--- src/rtl/oclib_pkg.sv ---
`default_nettype none
// +--------------------------------------------------------------------+
// | oclib_pkg: shared helpers for the oc timing blocks                  |
// | Revision: 1.0                                                      |
// +--------------------------------------------------------------------+
package oclib_pkg;

  // The accumulator must hold acc + BaseHz without overflow, with one spare bit.
  function automatic int acc_width(input longint unsigned clock_hz,
                                   input longint unsigned base_hz);
    return $clog2(clock_hz + base_hz) + 1;
  endfunction

endpackage
`default_nettype wire

--- src/rtl/oc_tick_divider.sv ---
`default_nettype none
// +--------------------------------------------------------------------+
// | oc_tick_divider: one divide-by-Divide stage of the tick cascade     |
// | Revision: 1.0                                                      |
// +--------------------------------------------------------------------+
module oc_tick_divider #(
  parameter int unsigned Divide = 10
) (
  input  logic clock,
  input  logic reset,
  input  logic clear,
  input  logic hit_in,
  output logic hit_out
);

  localparam int CntW = (Divide >= 2) ? $clog2(Divide) : 1;
  localparam logic [CntW-1:0] Last = CntW'(Divide - 1);

  logic [CntW-1:0] cnt_q;
  logic [CntW-1:0] cnt_d;

  // hit_out is combinational so every stage of a coincident carry lands in one cycle.
  always_comb begin
    hit_out = hit_in && (cnt_q == Last);
    cnt_d   = cnt_q;
    if (clear) begin
      cnt_d = '0;
    end else if (hit_in) begin
      cnt_d = hit_out ? '0 : cnt_q + CntW'(1);
    end
  end

  always_ff @(posedge clock or posedge reset) begin
    if (reset) begin
      cnt_q <= '0;
    end else begin
      cnt_q <= cnt_d;
    end
  end

endmodule
`default_nettype wire

--- src/rtl/oc_tick_generator.sv ---
`default_nettype none
// +--------------------------------------------------------------------+
// | oc_tick_generator: fractional base tick plus divided tick cascade   |
// | Revision: 1.0                                                      |
// +--------------------------------------------------------------------+
module oc_tick_generator
  import oclib_pkg::*;
#(
  parameter int unsigned ClockHz     = 100_000_000,
  parameter int unsigned BaseHz      = 1_000_000,
  parameter int unsigned NumStages   = 7,
  parameter int unsigned StageDivide = 10,
  parameter int unsigned UptimeWidth = 48
) (
  input  logic                   clock,
  input  logic                   reset,
  input  logic                   enable,
  input  logic                   resync,
  output logic [NumStages-1:0]   tick,
  output logic [UptimeWidth-1:0] uptime
);

  localparam int AccW = acc_width(64'(ClockHz), 64'(BaseHz));
  localparam logic [AccW-1:0] BaseInc  = AccW'(BaseHz);
  localparam logic [AccW-1:0] ClockLim = AccW'(ClockHz);

  if (BaseHz == 0 || BaseHz > ClockHz || StageDivide < 2) begin : g_bad_params
    $error("oc_tick_generator: need 0 < BaseHz <= ClockHz and StageDivide >= 2");
  end

  logic [AccW-1:0]        acc_q, acc_d, sum;
  logic                   base_hit, base_fire;
  logic [NumStages-1:0]   hit;
  logic [NumStages-1:0]   tick_q, tick_d;
  logic [UptimeWidth-1:0] uptime_q, uptime_d;

  // acc carries the fractional remainder, so the long-term rate is exact.
  always_comb begin
    sum       = acc_q + BaseInc;
    base_hit  = (sum >= ClockLim);
    base_fire = enable && !resync && base_hit;
    acc_d     = acc_q;
    uptime_d  = uptime_q;
    if (resync) begin
      acc_d    = '0;
      uptime_d = '0;
    end else if (enable) begin
      acc_d = base_hit ? (sum - ClockLim) : sum;
      if (base_hit) begin
        uptime_d = uptime_q + UptimeWidth'(1);
      end
    end
    tick_d = hit;
  end

  assign hit[0] = base_fire;

  for (genvar k = 1; k < NumStages; k++) begin : g_stage
    oc_tick_divider #(
      .Divide (StageDivide)
    ) u_div (
      .clock   (clock),
      .reset   (reset),
      .clear   (resync),
      .hit_in  (hit[k-1]),
      .hit_out (hit[k])
    );
  end

  always_ff @(posedge clock or posedge reset) begin
    if (reset) begin
      acc_q    <= '0;
      tick_q   <= '0;
      uptime_q <= '0;
    end else begin
      acc_q    <= acc_d;
      tick_q   <= tick_d;
      uptime_q <= uptime_d;
    end
  end

  assign tick   = tick_q;
  assign uptime = uptime_q;

endmodule
`default_nettype wire

--- config.mk ---
export PLATFORM = sky130hd
export DESIGN_NAME = oc_tick_generator
export DESIGN_NICKNAME = d
export VERILOG_FILES = /design/src/rtl/oclib_pkg.sv /design/src/rtl/oc_tick_divider.sv /design/src/rtl/oc_tick_generator.sv
export SDC_FILE = /design/constraint.sdc
export NUM_CORES = 1
export LEC_CHECK = 0
export ABC_AREA = 1
export CORE_MARGIN = 5
export CORE_UTILIZATION = 40
export CTS_CLUSTER_SIZE = 40
export DETAILED_ROUTE_END_ITERATION = 6
export PLACE_DENSITY = 0.63
export SETUP_SLACK_MARGIN = 0.5
export SLEW_MARGIN = 25
export SYNTH_ARGS = -nofsm -noshare
export SYNTH_HDL_FRONTEND = slang
export SYNTH_SLANG_ARGS = --single-unit
--- constraint.sdc ---
create_clock -name clock -period 3.5 [get_ports clock]
set_input_delay 0.7 -clock clock [delete_from_list [all_inputs] [get_ports clock]]
set_output_delay 0.7 -clock clock [all_outputs]
set_load 0.05 [all_outputs]
* Yosys cells after proc, flatten, opt, wreduce, memory -nomap -nowiden
Index checks and enable logic that the tools add are counted.
** Word-level totals
- Register bits after elaboration :: 107
- Output and inout port bits :: 55
- Word-level logic and storage cells :: 67
** Operators by class
- Add/subtract/negate cells :: 9
- Order comparisons :: 1
- Equal/unequal tests :: 6
- Muxes and demuxes :: 24
- Reduce and logical (&&, ||, !) cells :: 18
** Operator list (number)
- 48-bit two-way mux :: 3
- 28-bit two-way mux :: 3
- 4-bit two-way mux :: 18
- 48-bit by 1-bit adder with 48-bit output (second input constant) :: 1
- 28-bit by 20-bit adder with 28-bit output (second input constant) :: 1
- 28-bit by 27-bit greater-or-equal comparator with 1-bit output (second input constant) :: 1
- 28-bit by 27-bit subtractor with 28-bit output (second input constant) :: 1
- 4-bit by 1-bit adder with 4-bit output (second input constant) :: 6
- 4-bit == test (second input constant) :: 6
- 2-bit nonzero test :: 8
- 1-bit logical AND :: 8
- 2-bit AND reduction :: 1
- 1-bit zero test :: 1

* Depth between registers and ports, before layout
Gate-level depths: netlist of run 1.
- Depth in word-level cells :: 12
- Mapped depth :: 22

* Hierarchy
Synthesis of run 1 repeated with hierarchy kept, for this count alone.
** Unflattened totals
- Cell total of the unflattened synthesis :: 1150
- Area, all modules :: 7495.9 um2
** By module, submodules not included
- oc_tick_generator :: times used 1, cells each 916, area each 5844.4 um2, sequential area each 1926.8 um2
- oc_tick_divider :: times used 6, cells each 39, area each 275.3 um2, sequential area each 100.1 um2

* Least setup slack after synthesis of run 1
Ideal clock, no wire load.
- Path kind :: flip-flop to flip-flop
- From :: reg acc_q[6]
- To :: reg uptime_q[40] (netlist: uptime[40])
- Arrival time :: 2453 ps
- Required time :: 3376 ps
- Setup slack :: 924 ps
- Cell stages (with the launch flop) :: 18
- Period minus slack after synthesis :: 2576 ps
- Cell sequence :: dfrtp_1 ha_1 nand2_1 inv_1 nor2_1 inv_1 ha_1 nand2_1 nor2_1 nor2_2 a21oi_2 nand2_2 nand2_2 nor2_4 buf_4 nand4_1 o21ai_0 a21oi_1
** Between the ends
- Longest elaborated chain between the ends :: 4
** Ends and longest elaborated chain
- start, declared :: line oc_tick_generator.sv:31 : logic [AccW-1:0] acc_q, acc_d, sum;
- start signal, assigned :: line oc_tick_generator.sv:72 : acc_q <= '0;
- start signal, assigned :: line oc_tick_generator.sv:76 : acc_q <= acc_d;
- 28-bit by 20-bit adder with 28-bit output :: line oc_tick_generator.sv:39 : sum = acc_q + BaseInc;
- 28-bit by 27-bit greater-or-equal comparator with 1-bit output :: line oc_tick_generator.sv:40 : base_hit = (sum >= ClockLim);
- 2-bit nonzero test (no line)
- 2-bit AND reduction (no line)
- end signal, assigned :: line oc_tick_generator.sv:78 : uptime_q <= uptime_d;
- end, declared :: line oc_tick_generator.sv:35 : logic [UptimeWidth-1:0] uptime_q, uptime_d;
Every way passes these cells.
A chain may end at the register's enable or synchronous reset.

* Worst setup path in the final report of run 1
- From :: reg acc_q[6]
- To :: reg acc_q[14]
** Between the ends
- Longest elaborated chain between the ends :: 5
- Elaborated cells on any way between the ends :: 6
- Those cells by class :: add/sub: 2; order compare: 1; mux: 3
** Ends and longest elaborated chain
- 28-bit by 20-bit adder with 28-bit output (*) :: line oc_tick_generator.sv:39
- 28-bit by 27-bit subtractor with 28-bit output or 28-bit by 27-bit greater-or-equal comparator with 1-bit output (tied branches) :: line oc_tick_generator.sv:48, oc_tick_generator.sv:40
- 28-bit two-way mux (*) :: line oc_tick_generator.sv:48 : acc_d = base_hit ? (sum - ClockLim) : sum;
- 28-bit two-way mux (*) :: line oc_tick_generator.sv:47 : end else if (enable) begin
- 28-bit two-way mux (*) :: line oc_tick_generator.sv:44 : if (resync) begin
Every way passes the cells marked *; elsewhere a longest branch is shown, timed or not. The select of a mux whose other input is x is not followed.

==> flow_summary_export.csv, run 1 <==
group,metric,value,unit
logic_synthesis,ys.flop_type,"dfrtp_1",
sta,fmax,0.364,GHz
logic_synthesis,synthCells,926,
cts,numCtsBuffers,9,
sta,relSlewSlack,56.5,%
sta,hold_violations,0,
placement,port_buffers,58,
sta,slew_viol_final,0,
routing,wl_per_cell,15.2,um
critical_path,cp_slowest_cell,"dfrtp_1",
sta,setup_tns,0,ns
floorplanning,initial_core_util,40.4,%
routing,dr.pass1.iters,5,
cts,cts-root-buf,"clkbuf_16",
logic_synthesis,mappedNetlistArea,6650,um2
cts,holdBufCountCts,0,
critical_path,crit_fanout,13,
placement,dpl.hpwl,13500,um
run_status,run_status,"complete, no violations",
power,power_density,308,nW/um2
power,leakage,3.53,nW
cts,tritoncts,"yes",
cts,clkTransAtPathRegs,0.07,ns
sta,worst_pin_slew,0.649,ns
sta,holdWs,0.532,ns
final_layout,antenna_cells,0,
floorplanning,dieArea,19300,um2
final_layout,final_common_cell,"nand2_1",
cts,clk-insertion-delay-late,0.36,ns
critical_path,path_class,"flip-flop to flip-flop",
floorplanning,rows,47,
logic_synthesis,yosys-top-cells-area,"dfrtp_1 38%, nand2_1 13%, inv_1 7.1%",
global_route,grt.overflow.total,0,
critical_path,setup.worst_path.start_class,"flip-flop",
critical_path,path_buf_inv,1,
logic_synthesis,synth_nets,947,
critical_path,cpPeakStageDelay,0.43,ns
sta,setup_violations,0,
routing,drcViolationCount,0,
job,maxCapViolCount,0,
logic_synthesis,yosysTopAreaCellShare,38.0,%
final_layout,final_cell_mix,"220 x nand2_1, 122 x inv_1, 100 x dfrtp_1, 94 x nor2_1, 84 x nand3_1",
logic_synthesis,synthArstFlopShare,100,%
logic_synthesis,synth_seq_cells,101,
sta,rsz0062_at_grt,"yes",
global_route,grt_max_degree,102,
critical_path,cp.arrival,2.96,ns
final_layout,nets,1013,
global_route,gr-usage-all-layers,19.4,%
global_route,antenna_found_initial,0,
routing,drt-met1-wl,8630,um
cts,cts.sinks,101,
routing,detail-route-antenna-nets,0,
hold_path,min-delay-path-class,"flip-flop to flip-flop",
sta,fin_skew,0.00837,ns
critical_path,crit_family,"simple AND/OR/NAND/NOR gates",
logic_synthesis,ys_types,40,
global_route,grt_pass1_vias,6109,
final_layout,register_area,2530,um2
placement,routabilityCongestion,0.907,
final_layout,multi_input_area,3630,um2
routing,wl,18500,um
floorplanning,dieHeight,139,um
final_layout,num-fill-cells,1673,
critical_path,worst_setup_path_end_kind,"flip-flop",
logic_synthesis,yosysTopAreaCell,"dfrtp_1",
sta,fin_crit,2.75,ns
routing,via_per_inst,5.21,
routing,wl_met2,8660,um
floorplanning,die_w,139,um
cts,htreeDepth,3,
critical_path,worstPathRequired,3.71,ns
power,ir_worst_vdd,239,uV
logic_synthesis,avgSynthCellArea,7.18,um2
routing,vias,6336,
critical_path,path_cells,"ha_1 > nand2_2 > nand2_4 > nand3_1 > nand2_1 > nand2_2 > nand2_1 > nor2_2 > nor2_4 > a21oi_2 > nand2_2 > nand2_4 > inv_2 > nand2_1 > a21oi_1 > o21ai_0 > o21ai_0",
global_route,grt_pass1_wl,31000,um
routing,first_iter_violations,498,
logic_synthesis,ys_seq_area_share,38.0,%
cts,cts_max_path_buffers,2,
floorplanning,ios,59,
sta,timing.final.crit_share,78.5,%
routing,met3_length,853,um
logic_synthesis,synth_edf_count,0,
routing,dr.max_layer_used,"met4",
final_layout,drive_gt1_share,8.13,%
logic_synthesis,yosysWarnings,0,
final_layout,area_growth,19.7,%
floorplanning,coreArea,16500,um2
## path summary, 6_finish.rpt
path	slack (ns)	cells after the start	endpoint	start
worst max-delay path	0.75	17	acc_q[14]	acc_q[6]
worst min-delay path	0.53	2	g_stage[5].u_div.cnt_q[3]	g_stage[5].u_div.cnt_q[3]
worst max register to register	0.75	17	acc_q[14]	acc_q[6]
worst min register to register	0.53	2	g_stage[5].u_div.cnt_q[3]	g_stage[5].u_div.cnt_q[3]
max in group asynchronous	2.20	3	acc_q[10]	reset
min in group asynchronous	0.84	3	tick[1]	reset
## report_power, final
part	leakage (nW)	switching, mW	total, mW	internal, mW
sequential	1.40	0.0215	1.20	1.18
clock	0.140	0.490	0.985	0.494
combinational	1.99	0.190	0.268	0.0775
total	3.53	0.702	2.45	1.75
## layout make-up
class                   count  share of cell area (%)
inverters                 137                    6.59
flip-flops and latches    101                    31.8
clock buffers               9                    2.83
clock inverters             6                   0.676
well taps                 220                    3.46
multi-input cells         673                    45.6
repair buffers             70                    9.06
## worst min-delay path, delay by kind of cell (launching register included)
kind	cells	cell delay [ns]
DFF	1	0.38
and+or+nand+nor	2	0.13
## Yosys cell counts, types with 10 or more instances
cell type	instances
nand2_1	224
inv_1	126
dfrtp_1	101
nor2_1	98
nand3_1	85
xor2_1	44
o21ai_0	42
nand4_1	30
o22ai_1	29
nor3_1	19
ha_1	17
a21oi_1	16
nor4_1	11
clkbuf_1	10
## state kept, by name (all words and copies together) (netlist names)
register and count:
tick 7, g_stage.u_div.cnt_q 24, uptime 48, acc_q 22
## routing by layer
metal  vias up  GRT usage (%)
met5         -              0
met4         0           5.30
met3        26           3.66
met2       165           31.7
met1      2994           26.6
li1       3151              -
## timing repair
| item | 4_1_cts | 5_1_grt |
|---|---|---|
| endpoints found under the setup margin | 13 | 55 |
| resized for setup | 1 | 34 |
| buffers inserted | 2 | 4 |
| pin swaps | 1 | 1 |
| gates cloned | 0 | 0 |
## logic make-up (layout without fill, tap and decap cells)
kind of cell | after synthesis | count (layout) | synth area share, %
simple gates | 494 | 494 | 33.7
flops | 101 | 101 | 38.0
xor+xnor | 53 | 53 | 6.98
buf+inv | 152 | 222 | 8.75
compound gates | 109 | 109 | 9.39
fa+ha+maj | 17 | 17 | 3.20
## through the flow
stage,setup WS [ns],utilization [%],cell area [um2],instances,power [mW]
final,0.752,48.3,7960,1216,2.45
after detailed placement,0.335,45.5,7500,1195,1.47
after global routing,0.492,48.3,7960,1216,2.57
after floorplan,0.924,-,6650,926,1.40
after CTS,0.521,47.4,7810,1212,2.47
after global placement,0.483,45.5,7500,1195,1.47
No activity file was read; power rests on OpenSTA's default activity.
==> run 2: changes to the inputs <==
PLACE_DENSITY = 0.61   (was 0.63)
clock period = 2.6 ns   (was 3.5 ns; I/O delays follow)
==> run 2 against run 1 <==
The flow now finishes with violations (negative setup slack); final cell count rose by 9.3%; first-iteration DRC count fell by 11%; utilization rose by 12 points; total power rose by 54%; sequential power rose by 35%; count of clock-buffer cells in the layout rose by 1; register-to-register slack got worse by 0.75 ns; clock power rose by 52%; cell area rose by 24%; clock skew rose by 0.0075 ns; non-clock buffer count rose by 111.
==> flow_summary_export.csv, run 2 (synthesis gave the netlist of run 1 again) <==
group,metric,value,unit
sta,worst_pin_slew,0.656,ns
global_route,grt.overflow.total,0,
sta,setup_ws,-0.00299,ns
critical_path,path_class,"flip-flop to flip-flop",
sta,fmax,0.384,GHz
global_route,antenna_found_initial,0,
cts,clk-insertion-delay-late,0.37,ns
final_layout,largest_reg_flops,48,
critical_path,reg2reg_to,"acc_q[14]",
floorplanning,dieArea,19300,um2
global_route,use_met2,34.8,%
sta,timing.final.crit_share,100,%
power,p_sw_share,29.8,%
floorplanning,dieHeight,139,um
final_layout,register_area,2550,um2
routing,dr.pass1.iters,5,
placement,port_buffers,58,
routing,detail-route-antenna-nets,0,
final_layout,num-fill-cells,1451,
cts,cts_max_path_buffers,2,
routing,drcViolationCount,0,
critical_path,worstPathRequired,2.82,ns
critical_path,worst_setup_path_end_kind,"flip-flop",
critical_path,ff2ff_path_depth,17,
global_route,use_met3,4.38,%
power,leakage,4.62,nW
critical_path,cp-startpoint,"acc_q[6]",
critical_path,crit_fanout,7,
power,p_int,2.66,mW
final_layout,nets,1125,
cts,tritoncts,"yes",
sta,relSlewSlack,56.0,%
critical_path,setup.worst_path.start_class,"flip-flop",
critical_path,setup.worst_path.end,"acc_q[14]",
placement,dp_slack,-0.0616,ns
sta,slew_viol_final,0,
power,pwr-share-comb,17.7,%
floorplanning,coreArea,16500,um2
sta,rsz0062_at_grt,"yes",
power,switchingPower,1.13,mW
critical_path,reg2reg_from,"acc_q[6]",
sta,fin_crit,2.60,ns
hold_path,min-delay-path-class,"primary input to asynchronous set/reset pin",
routing,via_per_inst,5.21,
power,ir_worst_vdd,315,uV
critical_path,r2r_setup_slack,-0.003,ns
sta,hold_violations,0,
cts,clkTransAtPathRegs,0.08,ns
power,finalPower,3.78,mW
power,power_density,383,nW/um2
global_route,grt_max_degree,34,
floorplanning,ios,59,
routing,first_iter_violations,442,
final_layout,final_cell_mix,"167 x nand2_1, 114 x inv_1, 92 x buf_4, 81 x dfrtp_1, 70 x nor2_1",
global_route,busiest_layer,"met2",
global_route,grt_pass1_wl,32600,um
global_route,grtUsageMet1,27.3,%
floorplanning,initial_core_util,40.4,%
run_status,run_status,"complete, but fails checks",
cts,cts.sinks,101,
final_layout,multi_input_area,4520,um2
placement,dpl.hpwl,14900,um
final_layout,area_growth,48.8,%
run_status,violations,"negative setup slack",
power,p_seq_share,42.7,%
final_layout,drive_gt1_share,33.6,%
routing,wl_per_cell,16.0,um
job,maxCapViolCount,0,
sta,setup_violations,1,
floorplanning,rows,47,
critical_path,cp.arrival,2.83,ns
routing,wl,21300,um
power,power_frac_clock,39.6,%
final_layout,antenna_cells,0,
placement,routabilityCongestion,0.926,
cts,cts-root-buf,"clkbuf_16",
cts,numCtsBuffers,9,
final_layout,final_common_cell,"nand2_1",
cts,htreeDepth,3,
global_route,gr-usage-all-layers,20.6,%
floorplanning,die_w,139,um
global_route,grt_pass1_vias,6525,
sta,fin_skew,0.0159,ns
routing,vias,6927,
-- run 2: repair_timing --
| item | 4_1_cts | 5_1_grt |
|---|---|---|
| endpoints found under the setup margin | 140 | 106 |
| pin swaps | 12 | 60 |
| resized for setup | 102 | 198 |
| gates cloned | 0 | 2 |
| setup buffers | 11 | 42 |
| hold buffers | 0 | 0 |
-- run 2: final cells by class --
class	instances	area share, %
clock inverter	6	0.873
timing repair inverter	1	0.0886
timing repair buffer	181	16.7
inverter	137	5.59
clock buffer	10	2.42
tap	220	2.78
multi-input combinational	673	45.7
sequential	101	25.8
-- run 2: stage by stage --
| stage | hold slack (ns) | TNS (ns) | instances | util (%) | cell area, um2 |
|---|---|---|---|---|---|
| after detailed placement | 0.520 | -0.448 | 1258 | 49.8 | 8200 |
| after global placement | 0.516 | -0.0948 | 1258 | 49.8 | 8200 |
| final | 0.521 | -0.00299 | 1329 | 60.1 | 9890 |
| after global routing | 0.547 | -5.51 | 1329 | 60.1 | 9890 |
| after floorplan | 0.491 | 0 | 926 | - | 6900 |
| after CTS | 0.526 | 0 | 1285 | 53.2 | 8760 |
-- run 2: routing by layer --
metal,wire length [um],vias up
li1,-,3389
met1,9160,3325
met2,10800,175
met3,984,38
met4,388,0
met5,0,-
-- run 2: power groups by stage --
stage	combinational, mW	sequential [mW]	clock (mW)
3_3_place_gp	0.452	1.63	0
4_1_cts	0.498	1.60	1.53
3_5_place_dp	0.454	1.64	0
2_1_floorplan	0.277	1.63	0
6_report	0.670	1.62	1.50
5_1_grt	0.722	1.62	1.59
-- run 2: worst min-delay path by stage --
stage,startpoint,endpoint,cells after the start
2_1_floorplan,g_stage[5].u_div.cnt_q[3],g_stage[5].u_div.cnt_q[3],2
3_3_place_gp,uptime[47],uptime[47],2
3_5_place_dp,g_stage[5].u_div.cnt_q[3],g_stage[5].u_div.cnt_q[3],2
4_1_cts,reset,g_stage[2].u_div.cnt_q[2],2
5_1_grt,reset,g_stage[2].u_div.cnt_q[1],2
6_report,reset,g_stage[2].u_div.cnt_q[2],2
-- run 2: critical path: stages (launching register included) --
cell      delay [ns]
dfrtp_2         0.46
ha_4            0.19
nand2_4         0.09
nand2_8         0.09
xor2_4          0.17
nand3_2         0.15
buf_6           0.15
nor2_4          0.11
nor2_4          0.07
a21oi_4         0.18
nand2_4         0.11
nand2_8         0.11
buf_12          0.12
clkinv_8        0.07
nand2_1         0.09
a21oi_1         0.07
o21ai_1         0.12
o21ai_0         0.11
==> run 3: changes to the inputs <==
GPL_TIMING_DRIVEN = 0   (was default)
==> run 3 against run 2 <==
The run still ends with negative setup slack left; cell area increased by 1.8%; routed wire length increased by 2.9%; utilization increased by 1.1 points; clock skew decreased by 0.0074 ns; sequential power about the same; worst hold slack got worse by 0.018 ns; fmax decreased by 3.0%; via count increased by 1.3%; global-route usage increased by 1.1 points; final cell count decreased by 1.1%; critical path type unchanged; critical endpoint is now g_stage[6].u_div.cnt_q[0]; largest cell class unchanged; largest power group unchanged.
==> flow_summary_export.csv, run 3 (synthesis gave the netlist of run 1 again) <==
group,metric,value,unit
cts,clkTransAtPathRegs,0.07,ns
sta,hold_violations,0,
placement,dpl.hpwl,14500,um
final_layout,finalInstanceArea,10100,um2
routing,vias,7014,
cts,tritoncts,"yes",
global_route,gr-usage-all-layers,21.7,%
sta,setup_violations,29,
global_route,use_met3,3.69,%
sta,slew_viol_final,0,
sta,rsz0062_at_grt,"yes",
power,power_density,356,nW/um2
final_layout,finalNonFillerCells,1314,
global_route,grt_max_degree,31,
placement,dpl_cell_area,7840,um2
sta,timing.final.crit_share,103,%
job,maxCapViolCount,0,
final_layout,nets,1110,
floorplanning,dieHeight,139,um
global_route,use_met2,36.2,%
cts,clk-insertion-delay-late,0.35,ns
placement,dp_cells,1207,
routing,wl_per_cell,16.7,um
final_layout,area_growth,51.4,%
floorplanning,dieArea,19300,um2
routing,via_per_inst,5.34,
routing,wl,21900,um
floorplanning,rows,47,
global_route,grt_pass1_wl,34300,um
critical_path,setup.worst_path.start_class,"flip-flop",
placement,port_buffers,57,
floorplanning,ios,59,
critical_path,path_class,"flip-flop to flip-flop",
cts,holdBufCountCts,0,
sta,fin_skew,0.00850,ns
floorplanning,die_w,139,um
power,leakage,4.75,nW
routing,dr.pass1.iters,5,
global_route,busiest_layer,"met2",
floorplanning,initial_core_util,40.4,%
floorplanning,coreArea,16500,um2
sta,setup_ws,-0.0824,ns
critical_path,worst_setup_path_end_kind,"flip-flop",
routing,first_iter_violations,432,
run_status,run_status,"complete, but fails checks",
final_layout,antenna_cells,0,
final_layout,drive_gt1_share,32.9,%
sta,fmax,0.373,GHz
cts,numCtsBuffers,9,
critical_path,cp.arrival,2.97,ns
routing,drcViolationCount,0,
sta,fin_crit,2.68,ns
global_route,antenna_found_initial,0,
final_layout,fin_util,61.1,%
sta,relSlewSlack,46.1,%
placement,routabilityCongestion,0.950,
sta,worst_pin_slew,0.809,ns
hold_path,min-delay-path-class,"primary input to asynchronous set/reset pin",
critical_path,worstPathRequired,2.88,ns
final_layout,largest_reg_flops,48,
run_status,violations,"negative setup slack",
critical_path,crit_fanout,8,
cts,cts-root-buf,"clkbuf_16",
power,ir_worst_vdd,312,uV
global_route,grt_pass1_vias,6745,
final_layout,final_cell_mix,"160 x nand2_1, 115 x inv_1, 77 x dfrtp_1, 70 x nor2_1, 55 x nand3_1",
global_route,grt.overflow.total,0,
final_layout,final_common_cell,"nand2_1",
cts,cts_max_path_buffers,2,
global_route,grtUsageMet1,28.7,%
routing,detail-route-antenna-nets,0,
sta,holdWs,0.503,ns
cts,cts.sinks,101,
cts,htreeDepth,3,
-- run 3: worst max-delay path, cell delays in order, from the launching register on --
cell and delay, ns:
dfrtp_2 0.46, nor2_4 0.18, nand2_2 0.10, a21oi_4 0.21, buf_4 0.15, o211ai_1 0.10, nand2_2 0.12, nand3_4 0.09
nor2_4 0.12, nand2_2 0.07, nand2_4 0.12, nand4_4 0.17, nor2_8 0.23, nand4_4 0.22, nand2_1 0.12, nand2_1 0.06
nor2_1 0.10
-- run 3: path summary, 6_finish.rpt --
path,startpoint,to,slack (ns),depth (start not counted)
max in group asynchronous,reset,uptime[7],1.44,4
max reg2reg,acc_q[17],g_stage[6].u_div.cnt_q[0],-0.08,16
min reg2reg,g_stage[5].u_div.cnt_q[3],g_stage[5].u_div.cnt_q[3],0.53,2
max,acc_q[17],g_stage[6].u_div.cnt_q[0],-0.08,16
min in group clock,g_stage[5].u_div.cnt_q[3],g_stage[5].u_div.cnt_q[3],0.53,2
min,reset,tick[3],0.50,2
-- run 3: routing by layer --
layer  vias to the layer above  wire length (um)
met3                        50              1110
met4                         0               535
met5                         -                 0
li1                       3362                 -
met1                      3375              9200
met2                       227             11100
-- run 3: power by group --
| group | switching [mW] | internal, mW | total [mW] |
|---|---|---|---|
| Sequential | 0.0302 | 1.59 | 1.62 |
| Combinational | 0.378 | 0.250 | 0.628 |
| Clock | 0.654 | 0.684 | 1.34 |
-- run 3: cell type report --
cell class / instances / area (um2)
timing repair inverter: 1 / 8.76
clock inverter: 6 / 46.3
clock buffer: 10 / 239
timing repair buffer: 151 / 1620
fill: 1421 / 6400
sequential: 101 / 2560
multi-input combinational: 673 / 4620
buffer: 15 / 148
tap: 220 / 275
inverter: 137 / 553
-- run 3: what timing repair did --
item                       CTS  global route
hold endpoints to repair     0             0
cloned                       6             0
setup endpoints to repair  134           113
pin swaps                   41            56
buffers inserted            43            42
resized for setup          218           132
-- run 3: metrics by stage --
stage | power (mW) | worst slack [ns] | TNS [ns]
global placement | 2.00 | -0.494 | -48.62
finish | 3.58 | -0.0824 | -1.13
floorplan | 1.91 | 0.261 | 0
CTS | 3.50 | -0.0567 | -0.362
global route | 3.73 | -0.213 | -8.41
detailed placement | 2.02 | -0.305 | -15.13
